**src/rtl/rr_decode_arbiter.sv**
```systemverilog
// Round-robin arbiter for 8 requesters sharing one 3-to-8 select decoder.
// Grants are registered, bounded to MAX_HOLD cycles and separated by a 1-cycle RELEASE gap.
module rr_decode_arbiter #(
  parameter int MAX_HOLD = 4,
  parameter int HOLD_W   = 8
) (
  input  logic       clk,
  input  logic       rst_n,
  input  logic       enable,
  input  logic [7:0] req,
  output logic [2:0] grant_idx,
  output logic       grant_en,
  output logic [7:0] grant_onehot,
  output logic       busy
);

  typedef enum logic [1:0] {
    IDLE    = 2'd0,
    GRANT   = 2'd1,
    RELEASE = 2'd2
  } state_t;

  state_t              state_q, state_d;
  logic [2:0]          ptr_q, ptr_d;
  logic [HOLD_W-1:0]   hold_q, hold_d;
  logic [2:0]          idx_q, idx_d;
  logic                en_q, en_d;
  logic [7:0]          onehot_q, onehot_d;
  logic                busy_q, busy_d;

  logic                arb_go;
  logic                grant_end;
  logic [3:0]          pick;
  logic                win_found;
  logic [2:0]          win_idx;

  // Search ptr, ptr+1, ... with natural 3-bit wrap; returns {found, index}.
  function automatic logic [3:0] rr_pick(input logic [7:0] r, input logic [2:0] p);
    logic [2:0] c;
    logic       found;
    logic [2:0] w;
    found = 1'b0;
    w     = p;
    for (int k = 0; k < 8; k++) begin
      c = p + 3'(k);
      if (!found && r[c]) begin
        found = 1'b1;
        w     = c;
      end
    end
    return {found, w};
  endfunction

  assign pick      = rr_pick(req, ptr_q);
  assign win_found = pick[3];
  assign win_idx   = pick[2:0];
  assign arb_go    = enable && win_found;
  assign grant_end = !enable || !req[idx_q] || (hold_q == HOLD_W'(MAX_HOLD - 1));

  // State and output registers.
  always_ff @(posedge clk or negedge rst_n) begin
    if (!rst_n) begin
      state_q  <= IDLE;
      ptr_q    <= 3'd0;
      hold_q   <= '0;
      idx_q    <= 3'd0;
      en_q     <= 1'b0;
      onehot_q <= 8'h00;
      busy_q   <= 1'b0;
    end else begin
      state_q  <= state_d;
      ptr_q    <= ptr_d;
      hold_q   <= hold_d;
      idx_q    <= idx_d;
      en_q     <= en_d;
      onehot_q <= onehot_d;
      busy_q   <= busy_d;
    end
  end

  // Next-state logic; IDLE and RELEASE arbitrate identically.
  always_comb begin
    state_d = state_q;
    case (state_q)
      IDLE, RELEASE: state_d = arb_go ? GRANT : IDLE;
      GRANT:         state_d = grant_end ? RELEASE : GRANT;
      default:       state_d = IDLE;
    endcase
  end

  // Next values of the registered outputs, pointer and hold counter.
  always_comb begin
    ptr_d    = ptr_q;
    hold_d   = hold_q;
    idx_d    = idx_q;
    en_d     = 1'b0;
    onehot_d = 8'h00;
    case (state_q)
      IDLE, RELEASE: begin
        if (arb_go) begin
          idx_d    = win_idx;
          en_d     = 1'b1;
          onehot_d = 8'b1 << win_idx;
          hold_d   = '0;
        end
      end
      GRANT: begin
        if (grant_end) begin
          ptr_d = idx_q + 3'd1;
        end else begin
          hold_d   = hold_q + 1'b1;
          en_d     = 1'b1;
          onehot_d = onehot_q;
        end
      end
      default: begin
        en_d = 1'b0;
      end
    endcase
    busy_d = (state_d == GRANT);
  end

  assign grant_idx    = idx_q;
  assign grant_en     = en_q;
  assign grant_onehot = onehot_q;
  assign busy         = busy_q;

endmodule

```
**config.mk**
```make
export PLATFORM = sky130hd
export DESIGN_NAME = rr_decode_arbiter
export DESIGN_NICKNAME = d
export VERILOG_FILES = /design/src/rtl/rr_decode_arbiter.sv
export SDC_FILE = /design/constraint.sdc
export NUM_CORES = 1
export LEC_CHECK = 0
export CORE_MARGIN = 4
export CORE_UTILIZATION = 50
export CTS_CLUSTER_DIAMETER = 30
export DETAILED_ROUTE_END_ITERATION = 7
export GPL_TIMING_DRIVEN = 0
export PLACE_DENSITY = 0.73
export SKIP_LAST_GASP = 1
export SYNTH_ARGS = -nofsm -noshare
export SYNTH_HDL_FRONTEND = slang
export SYNTH_SLANG_ARGS = --single-unit
```
**constraint.sdc**
```tcl
create_clock -name clk -period 7.8 [get_ports clk]
set_clock_uncertainty 0.15 [all_clocks]
set_input_delay 1.17 -clock clk [delete_from_list [all_inputs] [get_ports clk]]
set_output_delay 1.17 -clock clk [all_outputs]
set_load 0.05 [all_outputs]
```
**After elaboration in Yosys (flattened, before gate mapping)**

Cells that the tools add are included.

- Input port bits: 11
- Register bits: 26

- Shift-type cells: 1
- Reduce and logical (&&, ||, !) cells: 25
- Equal/unequal tests: 7
- Multiplexer cells: 45
- $lt $le $gt $ge: 9
- Add/subtract/negate cells: 9

Operators with widths:

| cell | number |
|---|---|
| $lt 3x4->1 const B | 9 |
| $mux 8 | 4 |
| $pmux 8 s2 | 2 |
| $bmux 1 s3 | 9 |
| $mux 3 | 7 |
| $mux 1 | 20 |
| $add 3x3->3 const B | 4 |
| $logic_not 1->1 | 9 |
| $add 8x1->8 const B | 1 |
| $eq 8x2->1 const B | 1 |
| $logic_and 1x1->1 | 8 |
| $shl 1x3->8 const A | 1 |
| $add 3x1->3 const B | 2 |
| $add 3x2->3 const B | 2 |
| $ne 2x2->1 const B | 3 |
| $eq 2x1->1 const B | 2 |
| $pmux 2 s2 | 1 |
| $reduce_and 2->1 | 2 |
| $reduce_and 3->1 | 1 |
| $eq 2x2->1 const B | 1 |
| $logic_not 2->1 | 1 |
| $logic_or 1x1->1 | 2 |
| $mux 2 | 1 |
| $pmux 1 s2 | 1 |
| 2 further kinds | 2 |

**Logic depth before layout (Yosys ltp)**

- Word-level depth: 28
- Gate-level depth with buffers: 12

**Least setup slack after synthesis**

No wires, ideal clock.

- Path type: input-to-reg
- Start point: input req[6]
- End point: register onehot_q[1] (netlist: grant_onehot[1])
- Setup time: 0.122 ns
- Required time: 7.528 ns
- Setup slack: 4.259 ns
- Stages on the path: 7
- Path buffers: 1
- Data arrival time: 3.270 ns
- Path through: mux4_1 > mux2_4 > nand2b_4 > or4_1 > a22o_2 > buf_6 > a32o_1

- Cells in the longest elaborated chain, start to end: 27
- Elaborated cells on any way between the ends: 55
- Those cells by class: eq/ne: 1; shift: 1; mux: 35; reduce/logical: 18

Ends and longest elaborated chain:

| element | RTL line | RTL |
|---|---|---|
| start: declaration | 10 | `input logic [7:0] req,` |
| $bmux 1 s3 | 46 | `if (!found && r[c]) begin` |
| $mux 1 (implied by the code) | 46 |  |
| $mux 1 | 46 |  |
| $logic_not 1->1 | 46 |  |
| $logic_and 1x1->1 | 46 |  |
| $mux 1 | 46 |  |
| $logic_not 1->1 | 46 |  |
| $logic_and 1x1->1 | 46 |  |
| [... 11 more ...] | -- |  |
| $logic_and 1x1->1 | 46 |  |
| $mux 1 | 46 |  |
| $logic_not 1->1 | 46 |  |
| $logic_and 1x1->1 | 46 |  |
| $mux 3 or $mux 1 (tied branches) | 46 |  |
| $shl 1x3->8 or $logic_and 1x1->1 (tied branches) | 103, 57 |  |
| $mux 8 | 100 | `if (arb_go) begin` |
| $pmux 8 s2 | 98 | `case (state_q)` |
| end signal: assignment | 76 | `onehot_q <= onehot_d;` |
| end: declaration | 28 | `logic [7:0] onehot_q, onehot_d;` |

Several ways; a longest one is shown, not always the timed one. The select of a mux whose other input is x is not followed.
A chain may end at the register's enable or synchronous reset.

**Worst setup path after layout**

- Start point: input req[6]
- End point: register onehot_q[7] (netlist: grant_onehot[7])

Same word-level chain as after synthesis.

==> flow_metrics.py <==
metrics = {
    "die": {
        "start_util": 0.5379,
        "die_height_um": 71.93,
        "ioPinCount": 24,
        "die_width_um": 71.93,
        "core-area_sq_um": 3799,
        "rows": 22,
        "dieArea_sq_um": 5173,
    },
    "setup_path": {
        "endpoint_kind": "register",
        "r2r_start": "ptr_q[1]",
        "reg2regPathDepth": 10,
        "worstPathRequired_ns": 7.82,
        "path_buf_inv": 1,
        "crit_fanout": 7,
        "reg2reg_slack_ns": 3.67,
        "critPathSlowestCell": "mux4_1",
        "critPathLaunchType": "input pin",
        "crit_chain": "clkdlybuf4s50_1 > mux4_1 > mux2_4 > nand2b_4 > a2111oi_1 > nor3_1 > or3b_1 > o31ai_1",
        "path_class": "input pin to register",
        "critical-path-max-stage-delay_ns": 0.65,
        "r2r-end": "grant_onehot[1]",
        "path_delay_family": "multiplexers",
        "path_depth": 8,
        "crit_arrival_ns": 4.18,
    },
    "timing": {
        "fin_crit_sh": 0.5337,
        "setup_violations": 0,
        "worst_pin_slew_ns": 1.099,
        "final.setup.tns_ns": 0,
        "relSlewSlack": 0.2650,
        "maxSlewViolCount": 0,
        "hold_viol": 0,
        "rsz0062_at_grt": "no",
        "fmax_mhz": 240.2,
        "fin_crit_ns": 4.163,
    },
    "yosys": {
        "ys_seq_elements": 25,
        "synth_compound_area_frac": 0.1825,
        "muxShareOfSynthArea": 0.2272,
        "synthSimpleGateAreaFrac": 0.1519,
        "synth_common_cells": "25 x dfrtp_1, 17 x nor2_1, 15 x nand2_1, 11 x inv_1, 10 x mux4_2",
        "synth_cells": 193,
        "synth_edf_count": 0,
        "synth_xor_area_frac": 0.05144,
        "synthFlopType": "dfrtp_1",
        "async_reset_ff_frac": 1.000,
        "ys_seq_area_frac": 0.3062,
        "synthAdderAreaFrac": 0.02449,
        "ys_warn_count": 0,
        "synth_most_common_cell": "dfrtp_1",
        "synth_largest_area_cell": "dfrtp_1",
        "synthTopCellsByArea": "dfrtp_1 31%, mux4_2 11%, mux4_1 5.1%, mux2i_1 3.9%, xor2_1 3.9%",
        "syn_area_sq_um": 2043,
        "synth_top_family_by_area": "multiplexers",
        "synth_fp_nets": 208,
        "synth_top_area_frac": 0.3062,
        "syn_avg_cell_area_sq_um": 10.59,
        "synth_cell_types": 57,
    },
    "routing": {
        "num_vias": 1722,
        "drc": 0,
        "wl_per_cell_um": 17.83,
        "drt_iter0_drc": 163,
        "antenna_left": 0,
        "via_per_inst": 6.425,
        "wirelength_um": 4778,
        "dr.pass1.iters": 4,
    },
    "grt": {
        "met2_usage": 0.3571,
        "antenna_found_initial": 0,
        "gr-total-overflow": 0,
        "globalRouteMet3Util": 0.01662,
        "grt_use_total": 0.1961,
        "grt_max_degree": 26,
        "grt_pass1_wl_um": 8155,
        "grt_pass1_vias": 1765,
        "busiest_layer": "met2",
        "gr-usage-met1": 0.2355,
    },
    "worst_hold_path": {
        "worstHoldStart": "grant_onehot[5]",
        "min_path_type": "register to register",
        "whs_endpoint": "grant_onehot[5]",
        "hold_depth": 2,
    },
    "cts": {
        "cts-buffers-inserted": 3,
        "clockRootBuffer": "clkbuf_8",
        "cts_setup_buffers": 0,
        "cts_tree": "done",
        "cts.sink_count": 25,
        "clkTransAtPathRegs_ns": 0.09,
        "cts_hold_buf": 0,
        "ctsResizeCount": 0,
        "htree_levels": 1,
        "worstSkewPairLatency_ns": 0.26,
        "cts_buffer_depth": 2,
    },
    "placement": {
        "place_congestion": 0.8340,
        "place_area_sq_um": 2333,
        "portBuffers": 23,
        "dp_hpwl_um": 3775,
    },
    "final_layout": {
        "diodes": 0,
        "drive_gt1_frac": 0.1636,
        "area_delta_synth_final_pct": 16.59,
        "finalInstanceArea_sq_um": 2382,
        "fin_nets": 236,
    },
    "flow_run": {
        "maxCapViolCount": 0,
    },
    "status": {
        "status": "completed",
    },
}
## through the flow
| stage | utilization | hold WS [ns] | worst slack (ns) | cells |
|---|---|---|---|---|
| after floorplan | - | 0.3563 | 4.259 | 193 |
| after global placement | 0.6143 | 0.3157 | 3.455 | 264 |
| after detailed placement | 0.6143 | 0.3240 | 3.348 | 264 |
| after CTS | 0.6271 | 0.3444 | 3.629 | 268 |
| after global routing | 0.6271 | 0.3673 | 3.426 | 268 |
| final | 0.6271 | 0.3402 | 3.637 | 268 |
## worst min-delay path: cells and delay by family (launching register included)
kind	cells	cell delay, ns
DFF	1	0.35
AOI/OAI and AO/OA	1	0.06
and+or+nand+nor	1	0.05
## cell type report
type                       instances  area, sq um
fill                             302         1416
multi-input combinational        149         1303
sequential                        25        625.6
timing repair buffer              23        230.2
buffer                             8        73.82
tap                               48        60.06
clock buffer                       3        41.29
inverter                          11        41.29
clock inverter                     1        7.507
## cells in the final DEF, fill, tap and decap left out, types with 5 or more instances in the layout
cell type	n
nor2_1	17
clkbuf_8	5
xor2_1	9
a21oi_1	8
o21ai_0	9
clkdlybuf4s50_1	23
mux4_2	10
nand2_1	15
mux2i_1	8
inv_1	11
dfrtp_1	25
## flip-flops by register name, summed over array words and instances (netlist names)
register and cells:
busy 1, state_q 2, grant_idx 3, hold_q 8, grant_onehot 8, ptr_q 3
## routing by layer
layer  part of all wire  wire length, um
met1               0.42             2030
met2               0.52             2508
met3              0.021              101
met4              0.029              138
met5                  0                0
## worst max path at each step
stage	from	to
finish	req[6]	grant_onehot[7]
global route	ptr_q[1]	grant_onehot[0]
CTS	req[6]	grant_onehot[7]
detailed placement	req[6]	grant_onehot[7]
global placement	req[7]	grant_onehot[5]
floorplan	req[6]	grant_onehot[1]
## kinds of logic (layout without fill, tap and decap cells)
group,after synthesis,in the layout
flip-flops,25,25
XOR/XNOR,12,12
AO/OA/AOI/OAI,48,48
buffers and inverters,19,46
AND/OR/NAND/NOR,59,59
multiplexers,26,26
adder cells (fa/ha/maj),4,4
Power is not shown: default switching activity piles up to over one toggle a cycle in this logic, so the estimate is an artifact.
